[src/rtl/spi_pkg.sv]
// ---------------------------------------------------------------------------
// spi_pkg
// Shared definitions for the SPI write controller: the controller FSM state
// encoding, the frame geometry, the peripheral register map and a helper
// that assembles the 16-bit write frame.
// ---------------------------------------------------------------------------
package spi_pkg;

    typedef enum logic [2:0] {
        IDLE,
        SETUP,
        SHIFT,
        HOLD,
        GAP
    } spi_state_e;

    localparam int   FRAME_W   = 16;
    localparam logic WRITE_BIT = 1'b1;

    // Register map of the peripheral on the other end of the link
    localparam logic [6:0] ADDR_OUT_7_0   = 7'h00;
    localparam logic [6:0] ADDR_OUT_15_8  = 7'h01;
    localparam logic [6:0] ADDR_PWM_7_0   = 7'h02;
    localparam logic [6:0] ADDR_PWM_15_8  = 7'h03;
    localparam logic [6:0] ADDR_PWM_DUTY  = 7'h04;

    // A write frame is sent MSB first: write flag, 7-bit address, 8-bit data
    function automatic logic [FRAME_W-1:0] build_frame(input logic [6:0] addr,
                                                       input logic [7:0] data);
        return {WRITE_BIT, addr, data};
    endfunction

endpackage

[src/rtl/spi_phase_timer.sv]
// ---------------------------------------------------------------------------
// spi_phase_timer
// Down-counter that divides a frame into phases of SCLK_HALF clk cycles.
// Ports:
//   clk, rst_n    - system clock, asynchronous active-low reset
//   load_i        - start a new frame: counter loads SCLK_HALF-1
//   run_i         - a frame is in progress; counter keeps cycling
//   phase_end_o   - last cycle of the current phase (counter at zero)
//   count_o       - current counter value
// ---------------------------------------------------------------------------
module spi_phase_timer
    import spi_pkg::*;
#(
    parameter int SCLK_HALF = 4
) (
    input  logic       clk,
    input  logic       rst_n,
    input  logic       load_i,
    input  logic       run_i,
    output logic       phase_end_o,
    output logic [7:0] count_o
);

    localparam logic [7:0] RELOAD = 8'(SCLK_HALF - 1);

    logic [7:0] count_q;

    // Outside a frame the counter parks at zero so every frame starts from
    // a known phase alignment.
    always_ff @(posedge clk or negedge rst_n) begin
        if (!rst_n) begin
            count_q <= 8'd0;
        end else if (load_i) begin
            count_q <= RELOAD;
        end else if (run_i) begin
            count_q <= (count_q == 8'd0) ? RELOAD : count_q - 8'd1;
        end else begin
            count_q <= 8'd0;
        end
    end

    assign phase_end_o = run_i && (count_q == 8'd0);
    assign count_o     = count_q;

endmodule

[src/rtl/spi_controller.sv]
// ---------------------------------------------------------------------------
// spi_controller
// SPI mode-0 write master. Accepts one {addr, data} request at a time and
// shifts a 16-bit frame {1, addr[6:0], data[7:0]} out MSB first.
// Ports:
//   clk, rst_n    - system clock, asynchronous active-low reset
//   req_valid     - write request present
//   req_ready     - controller idle and able to accept a request
//   req_addr      - 7-bit target register address
//   req_data      - 8-bit write data
//   done          - one-cycle pulse when a frame completes
//   sclk          - SPI clock, idles low
//   COPI          - serial data towards the peripheral
//   cs            - active-low chip select, idles high
// ---------------------------------------------------------------------------
module spi_controller
    import spi_pkg::*;
#(
    parameter int SCLK_HALF = 4
) (
    input  logic       clk,
    input  logic       rst_n,
    input  logic       req_valid,
    output logic       req_ready,
    input  logic [6:0] req_addr,
    input  logic [7:0] req_data,
    output logic       done,
    output logic       sclk,
    output logic       COPI,
    output logic       cs
);

    spi_state_e         state_q;
    logic               cs_q;
    logic               sclk_q;
    logic               copi_q;
    logic               done_q;
    logic               ready_q;
    logic [3:0]         bit_q;
    logic [FRAME_W-1:0] shreg_q;

    logic               accept;
    logic               phase_end;
    logic [7:0]         phase_count;

    assign accept = req_valid && ready_q;

    spi_phase_timer #(
        .SCLK_HALF (SCLK_HALF)
    ) u_phase_timer (
        .clk         (clk),
        .rst_n       (rst_n),
        .load_i      (accept),
        .run_i       (state_q != IDLE),
        .phase_end_o (phase_end),
        .count_o     (phase_count)
    );

    // shreg_q holds the bits still to be sent, left-aligned; the bit on COPI
    // has already been removed from it. GAP leaves one cycle early so that
    // req_ready is already high on the edge 34*SCLK_HALF after the accept,
    // letting a held request restart exactly one frame period later.
    always_ff @(posedge clk or negedge rst_n) begin
        if (!rst_n) begin
            state_q <= IDLE;
            cs_q    <= 1'b1;
            sclk_q  <= 1'b0;
            copi_q  <= 1'b0;
            done_q  <= 1'b0;
            ready_q <= 1'b0;
            bit_q   <= 4'd0;
            shreg_q <= '0;
        end else begin
            done_q <= 1'b0;
            case (state_q)
                IDLE: begin
                    if (accept) begin
                        state_q <= SETUP;
                        ready_q <= 1'b0;
                        cs_q    <= 1'b0;
                        bit_q   <= 4'd0;
                        copi_q  <= build_frame(req_addr, req_data)[FRAME_W-1];
                        shreg_q <= {build_frame(req_addr, req_data)[FRAME_W-2:0], 1'b0};
                    end else begin
                        ready_q <= 1'b1;
                    end
                end
                SETUP: begin
                    if (phase_end) begin
                        state_q <= SHIFT;
                        sclk_q  <= 1'b1;
                    end
                end
                SHIFT: begin
                    if (phase_end) begin
                        if (!sclk_q) begin
                            sclk_q <= 1'b1;
                        end else begin
                            sclk_q <= 1'b0;
                            if (bit_q == 4'd15) begin
                                state_q <= HOLD;
                            end else begin
                                bit_q   <= bit_q + 4'd1;
                                copi_q  <= shreg_q[FRAME_W-1];
                                shreg_q <= {shreg_q[FRAME_W-2:0], 1'b0};
                            end
                        end
                    end
                end
                HOLD: begin
                    if (phase_end) begin
                        state_q <= GAP;
                        cs_q    <= 1'b1;
                        copi_q  <= 1'b0;
                        done_q  <= 1'b1;
                        bit_q   <= 4'd0;
                    end
                end
                GAP: begin
                    if (phase_count == 8'd1) begin
                        state_q <= IDLE;
                        ready_q <= 1'b1;
                    end
                end
                default: begin
                    state_q <= IDLE;
                end
            endcase
        end
    end

    assign req_ready = ready_q;
    assign done      = done_q;
    assign sclk      = sclk_q;
    assign COPI      = copi_q;
    assign cs        = cs_q;

endmodule

[config.mk]
export PLATFORM = sky130hd
export DESIGN_NAME = spi_controller
export DESIGN_NICKNAME = d
export VERILOG_FILES = /design/src/rtl/spi_pkg.sv /design/src/rtl/spi_phase_timer.sv /design/src/rtl/spi_controller.sv
export SDC_FILE = /design/constraint.sdc
export NUM_CORES = 1
export LEC_CHECK = 0
export ABC_AREA = 0
export ABC_CLOCK_PERIOD_IN_PS = 5900
export CORE_MARGIN = 5
export CORE_UTILIZATION = 40
export DETAILED_ROUTE_END_ITERATION = 12
export PLACE_DENSITY_LB_ADDON = 0.05
export SYNTH_ARGS = -nofsm -noshare
export SYNTH_HDL_FRONTEND = slang
export SYNTH_SLANG_ARGS = --single-unit
[constraint.sdc]
create_clock -name clk -period 5.9 [get_ports clk]
set_clock_uncertainty 0.15 [all_clocks]
set_input_delay 0.59 -clock clk [delete_from_list [all_inputs] [get_ports clk]]
set_output_delay 0.59 -clock clk [all_outputs]
set_load 0.02 [all_outputs]
==> results by group, run 1 <==
CTS
  – Worst-Skew Late Latency: ~280 ps
  – CTS tree: done
  – CTS clk-pin slew, worst paths: 70 ps
  – CTS Sinks: 35
  – PostCTS Resize Cnt: 0
  – Hold_buf cts: 0
  – CTS H-tree depth: 2
  – Root buffer cell: clkbuf_8
  – Setup bufs post-CTS: 0
  – Num CTS Buffers: 5
  – Clock Tree Buf Depth: 2

STA
  – Final setup vio count: 0
  – Post-route setup TNS: 0 ps
  – RSZ-0062 raised after global routing: false
  – Worst Tran Pin Value: 1090 ps
  – Max-slew violations: 0
  – Period utilization: 46.6%
  – Fmax: 0.363 GHz
  – Slew Limit Headroom: 27.5%
  – Fin crit period: 2750 ps
  – Hold slack: roughly 340 ps
  – Final hold violations: 0

Global routing
  – Total GRT Usage: 12.4%
  – Met3 GRT Util: 4.28%
  – Initial antenna violation count: 0
  – Largest net degree at the start of global routing: 36
  – Met1 Resource Use GR: approximately 16%
  – Grt ovf: 0
  – Most Crowded Layer GR: met2
  – Number of global-route vias before repair: 1242
  – Met2 Use GR: 19.0%
  – First-pass GRT wire length: 5920 um

Power
  – Switching share of total power: 37.4%
  – NetSw: a little over 0.4 mW
  – Clock share of power: 15.4%
  – Gate power share: 41.0%
  – Max VDD drop: ~160 uV
  – Leak Pwr: 0.938 nW
  – Pwr/cell area: 497 nW/um^2
  – Sequential share of power: between 40% and 50%
  – Internal power: about 0.67 mW

Drt
  – DR DRC count: 0
  – Routed Antenna Nets: 0
  – Total Wirelength: 3450 um
  – Avg WL per Cell: 14.7 um
  – Via count: 1263
  – Drt first pass iters: 4
  – Iter 0 DRT Violations: a little over 100
  – Vias per cell: between 5 and 6

Synth
  – Post-Syn Nets: 180
  – Sequential area share after synthesis: 48.0%
  – Post-Syn Instances: 158
  – Synth cell types: 42
  – Async SR Flop Fraction: 100%
  – Synth Register Bits: 35
  – Number of enable flip-flop cells after synthesis: 0
  – Synth Flop Type: dfrtp_1
  – Syn_area_per_cell: 11.6 um^2
  – Yosys warns: 0
  – Synth Cell Area: roughly 1800 um^2

Layout
  – Final Cell Area: 2160 um^2
  – Final nets: 203
  – Most common library cell in the layout ignoring fill and taps: dfrtp_1
  – Area Overhead vs Synth: 18.5%
  – Register area: 877 um^2
  – Layout cells sized above 1: approximately 23%
  – ANT cells: 0
  – Fill count: 404
  – Commonest cells after routing, fill and taps aside: 34 x dfrtp_1, 25 x mux2_2, 22 x clkdlybuf4s50_1, 17 x nor2_1
  – Multi-input gate area: approximately 900 um^2

Hold path
  – Hold WC Path Type: reg -> reg

Worst setup path
  – Largest fanout on the critical path: 33
  – Setup CP Type: reg -> reg
  – CP endpoint kind: flip-flop
  – CP arrival: 2770 ps
  – CP required: 5920 ps
  – R2R setup slack: 3150 ps
  – Worst setup SP type: flip-flop

Die
  – Initial core utilization: about two fifths
  – Core box area: 4380 um^2
  – # rows: 24
  – # IOs: 23
  – Die Y: around 78 um
  – Die footprint: 6010 um^2
  – Die Wd: 77.6 um

Placement
  – Routability cong.: slightly below 0.8
  – Cell Area, Placed: 2080 um^2
  – IO Port Bufs: 22
  – Post-DP HPWL: 2410 um

Status
  – Status: complete, no violations

Flow run
  – Max cap viols: 0
power by group through the flow:
stage / logic [mW] / clock network, mW / registers (mW)
after global placement: 0.440 / 0 / 0.468
final: 0.440 / 0.165 / 0.469
after floorplan: 0.378 / 0 / 0.424
after global routing: 0.492 / 0.181 / 0.487
after detailed placement: 0.445 / 0 / 0.476
after CTS: 0.448 / 0.173 / 0.472
per-layer routing:
metal  vias up  wire, um
li1        616         -
met1       613      1600
met2        25      1610
met3         9       158
met4         0        74
met5         -         0
cell families (layout without fill, tap and decap cells):
logic type	after synthesis	after routing	share of synthesized area, %
AO/OA/AOI/OAI	23	23	9.25
XOR/XNOR	6	6	2.88
adder cells (fa/ha/maj)	4	4	2.74
buffers and inverters	12	36	3.02
flip-flops	35	35	48.0
multiplexers	31	31	19.4
AND/OR/NAND/NOR	47	47	14.7
synth_stat cells, types with 3 or more instances:
master | number | area share (%)
dfrtp_1 | 34 | 47
mux2_2 | 25 | 15
nor2_1 | 17 | 3.5
inv_1 | 5 | 1.0
nand2_1 | 5 | 1.0
nand3_1 | 5 | 1.4
a21oi_1 | 4 | 1.1
ha_1 | 4 | 2.7
o21ai_0 | 4 | 1.1
a211o_1 | 3 | 1.4
clkbuf_1 | 3 | 0.62
o31ai_1 | 3 | 1.2
xnor2_1 | 3 | 1.4
xor2_1 | 3 | 1.4
worst max-delay path, cell delays in order, from the launching register on:
cell and delay (ps):
dfrtp_1 1060, nor4bb_1 400, nand4_1 260, nand2_2 380
mux2_2 390
final timing paths:
path / from / end / cells after the start
max: state_q[1] / shreg_q[13] / 4
min: shreg_q[4] / shreg_q[4] / 1
max reg2reg: state_q[1] / shreg_q[13] / 4
min reg2reg: shreg_q[4] / shreg_q[4] / 1
max in group asynchronous: rst_n / cs / 2
min in group asynchronous: rst_n / state_q[1] / 2
flip-flops by register name, indices dropped and copies added (netlist names):
signal,cells
shreg_q,15
COPI,1
bit_q,4
done,1
u_phase_timer.count_o,8
sclk,1
state_q,3
cs,1
req_ready,1
cell type report:
| class | instances | area share [%] |
|---|---|---|
| Timing Repair Buffer | 23 | 10.5 |
| Sequential cell | 35 | 40.5 |
| Clock buffer | 7 | 3.53 |
| Inverter | 5 | 0.868 |
| Tap cell | 52 | 3.01 |
| Clock inverter | 1 | 0.231 |
| Multi-Input combinational cell | 111 | 41.3 |
per-stage QoR:
stage | util, % | power (mW) | std cells | setup slack [ps]
after floorplan | - | 0.802 | 158 | 3860
after global placement | 47.5 | 0.908 | 226 | 3250
after detailed placement | 47.5 | 0.921 | 226 | 3170
after CTS | 49.3 | 1.09 | 234 | 3130
after global routing | 49.3 | 1.16 | 234 | 2920
final | 49.3 | 1.07 | 234 | 3150
(Power assumes the default switching activity.)
==> run 2: changes to the inputs <==
- ABC_CLOCK_PERIOD_IN_PS: 5900 -> 2700
- clock period: 5.9 -> 2.7 ns (I/O delays scaled with it)
==> results by group, run 2 (same netlist as run 1, synthesis figures left out) <==
Status
  – Status: complete, no violations (unchanged)

Die
  – Initial core utilization: 41.6% (unchanged)
  – Die footprint: 6010 um^2 (unchanged)
  – # rows: 24 (unchanged)
  – Die Y: 77.6 um (unchanged)
  – Core box area: 4380 um^2 (unchanged)
  – Die Wd: 77.6 um (unchanged)
  – # IOs: 23 (unchanged)

CTS
  – CTS Sinks: 35 (unchanged)
  – PostCTS Resize Cnt: 0 (unchanged)
  – CTS clk-pin slew, worst paths: 70 ps (about the same)
  – Worst-Skew Late Latency: 290 ps (was 280 ps)
  – CTS tree: done (unchanged)
  – Setup bufs post-CTS: 0 (unchanged)
  – Clock Tree Buf Depth: 2 (unchanged)
  – Num CTS Buffers: 5 (unchanged)
  – Root buffer cell: clkbuf_8 (unchanged)
  – CTS H-tree depth: 2 (unchanged)
  – Hold_buf cts: 0 (unchanged)

Flow run
  – Max cap viols: 0 (unchanged)

Power
  – Overall Power: 2.52 mW (was 1.07 mW)
  – Pwr/cell area: 1130 nW/um^2 (was 497 nW/um^2)
  – Leak Pwr: 0.972 nW (was 0.938 nW)
  – Max VDD drop: 362 uV (was 163 uV)

Placement
  – Post-DP HPWL: 2480 um (was 2410 um)
  – IO Port Bufs: 22 (unchanged)
  – Routability cong.: 0.750 (was 0.793)

Layout
  – Max reg flops: 15 (unchanged)
  – Most common library cell in the layout ignoring fill and taps: dfrtp_1 (unchanged)
  – Layout cells sized above 1: 24.9% (was 22.5%)
  – Most flop-heavy register: shreg_q (unchanged)
  – Final nets: 206 (was 203)
  – ANT cells: 0 (unchanged)
  – Area Overhead vs Synth: 21.7% (was 18.5%)
  – Commonest cells after routing, fill and taps aside: 34 x dfrtp_1, 25 x mux2_2, 22 x clkdlybuf4s50_1, 17 x nor2_1, 6 x clkbuf_8 (was 34 x dfrtp_1, 25 x mux2_2, 22 x clkdlybuf4s50_1, 17 x nor2_1)
  – Core Util, Final: 50.7% (was 49.3%)

Drt
  – Routed Antenna Nets: 0 (unchanged)
  – Iter 0 DRT Violations: 72 (was 102)
  – Drt first pass iters: 4 (unchanged)
  – Via count: 1273 (was 1263)
  – Vias per cell: 5.37 (was 5.40)
  – Avg WL per Cell: 14.8 um (was 14.7 um)
  – Total Wirelength: 3500 um (was 3450 um)
  – DR DRC count: 0 (unchanged)

Worst setup path
  – Slowest CP cell: dfrtp_1 (unchanged)
  – CP required: 2730 ps (was 5920 ps)
  – CP arrival: 2350 ps (was 2770 ps)
  – Cell Chain, Critical Path: inv_1 > ha_1 > nor3b_1 > nand4_1 > nand2_2 > mux2_2 (was nor4bb_1 > nand4_1 > nand2_2 > mux2_2)
  – R2R setup slack: 380 ps (was 3150 ps)
  – CP max stage delay: 420 ps (was 1060 ps)
  – Reg2reg end: shreg_q[2] (was shreg_q[13])
  – Worst R2R Path Depth: 6 (was 4)
  – Largest fanout on the critical path: 15 (was 33)
  – CP endpoint kind: flip-flop (unchanged)
  – Setup CP Type: reg -> reg (unchanged)
  – Worst setup SP type: flip-flop (unchanged)
  – RR Startpoint: u_phase_timer.count_o[0] (was state_q[1])

STA
  – Fmax: 0.431 GHz (was 0.363 GHz)
  – RSZ-0062 raised after global routing: false (unchanged)
  – Period utilization: 85.8% (was 46.6%)
  – Fin crit period: 2320 ps (was 2750 ps)
  – Post-route setup TNS: 0 ps (unchanged)
  – Worst Tran Pin Value: 518 ps (was 1090 ps)
  – Max-slew violations: 0 (unchanged)
  – Slew Limit Headroom: 65.5% (was 27.5%)
  – Final setup vio count: 0 (unchanged)
  – Final hold violations: 0 (unchanged)

Global routing
  – Largest net degree at the start of global routing: 36 (unchanged)
  – First-pass GRT wire length: 6200 um (was 5920 um)
  – Number of global-route vias before repair: 1350 (was 1242)
  – Initial antenna violation count: 0 (unchanged)
  – Total GRT Usage: 12.7% (was 12.4%)
  – Grt ovf: 0 (unchanged)

Hold path
  – Hold WC Path Type: in -> async (was reg -> reg)
==> run 2: changes by cell type in the layout (fill, tap and decap cells not counted) <==
cell       change
bufinv_16      +1
clkbuf_8       +1
clkbuf_1       -2
buf_4          +3
==> run 2: report_power, final <==
part	leakage (nW)	switching, mW	total (mW)	internal (mW)
clock network	0.0612	0.188	0.487	0.299
registers	0.430	0.231	0.980	0.749
logic	0.482	0.491	1.05	0.563
total	0.972	0.910	2.52	1.61
==> run 2: how the worst max path moves through the flow <==
stage | startpoint | end | slack, ps | cells past startpoint
5_1_grt | u_phase_timer.count_o[0] | shreg_q[2] | 190 | 6
2_1_floorplan | u_phase_timer.count_o[0] | shreg_q[10] | 660 | 7
3_3_place_gp | u_phase_timer.count_o[0] | shreg_q[7] | 460 | 6
4_1_cts | u_phase_timer.count_o[0] | shreg_q[8] | 360 | 6
6_report | u_phase_timer.count_o[0] | shreg_q[2] | 380 | 6
3_5_place_dp | u_phase_timer.count_o[0] | shreg_q[8] | 380 | 6
==> run 2: critical path, delay by kind of cell, from the launching register on <==
family                     cells  cell delay, ps
muxes                          1             390
and+or+nand+nor                3             980
buffers and inverters          1             110
DFF                            1             420
adders and majority gates      1             160
==> run 2: cell type report <==
| cell class | count | area (um^2) |
|---|---|---|
| Clock buffer | 6 | 82.6 |
| Clock inverter | 2 | 35.0 |
| Fill cell | 395 | 2160 |
| Inverter | 5 | 18.8 |
| Multi-Input combinational cell | 111 | 893 |
| Sequential cell | 35 | 877 |
| Tap cell | 52 | 65.1 |
| Timing Repair Buffer | 26 | 250 |
==> run 2: layer usage <==
layer / track usage, % / share of wire [%] / vias to the layer above
li1: - / - / 623
met1: 15.6 / 46 / 615
met2: 20.2 / 47 / 27
met3: 4.40 / 4.5 / 8
met4: 5.67 / 1.9 / 0
met5: 0 / 0 / -
==> run 2: through the flow <==
| step | instance area (um^2) | hold slack [ps] | cells | worst slack, ps |
|---|---|---|---|---|
| 2_1_floorplan | 1830 | -176 | 158 | 655 |
| 3_3_place_gp | 2100 | 316 | 229 | 458 |
| 3_5_place_dp | 2100 | 334 | 229 | 384 |
| 4_1_cts | 2220 | 255 | 237 | 358 |
| 5_1_grt | 2220 | 298 | 237 | 193 |
| 6_report | 2220 | 248 | 237 | 382 |
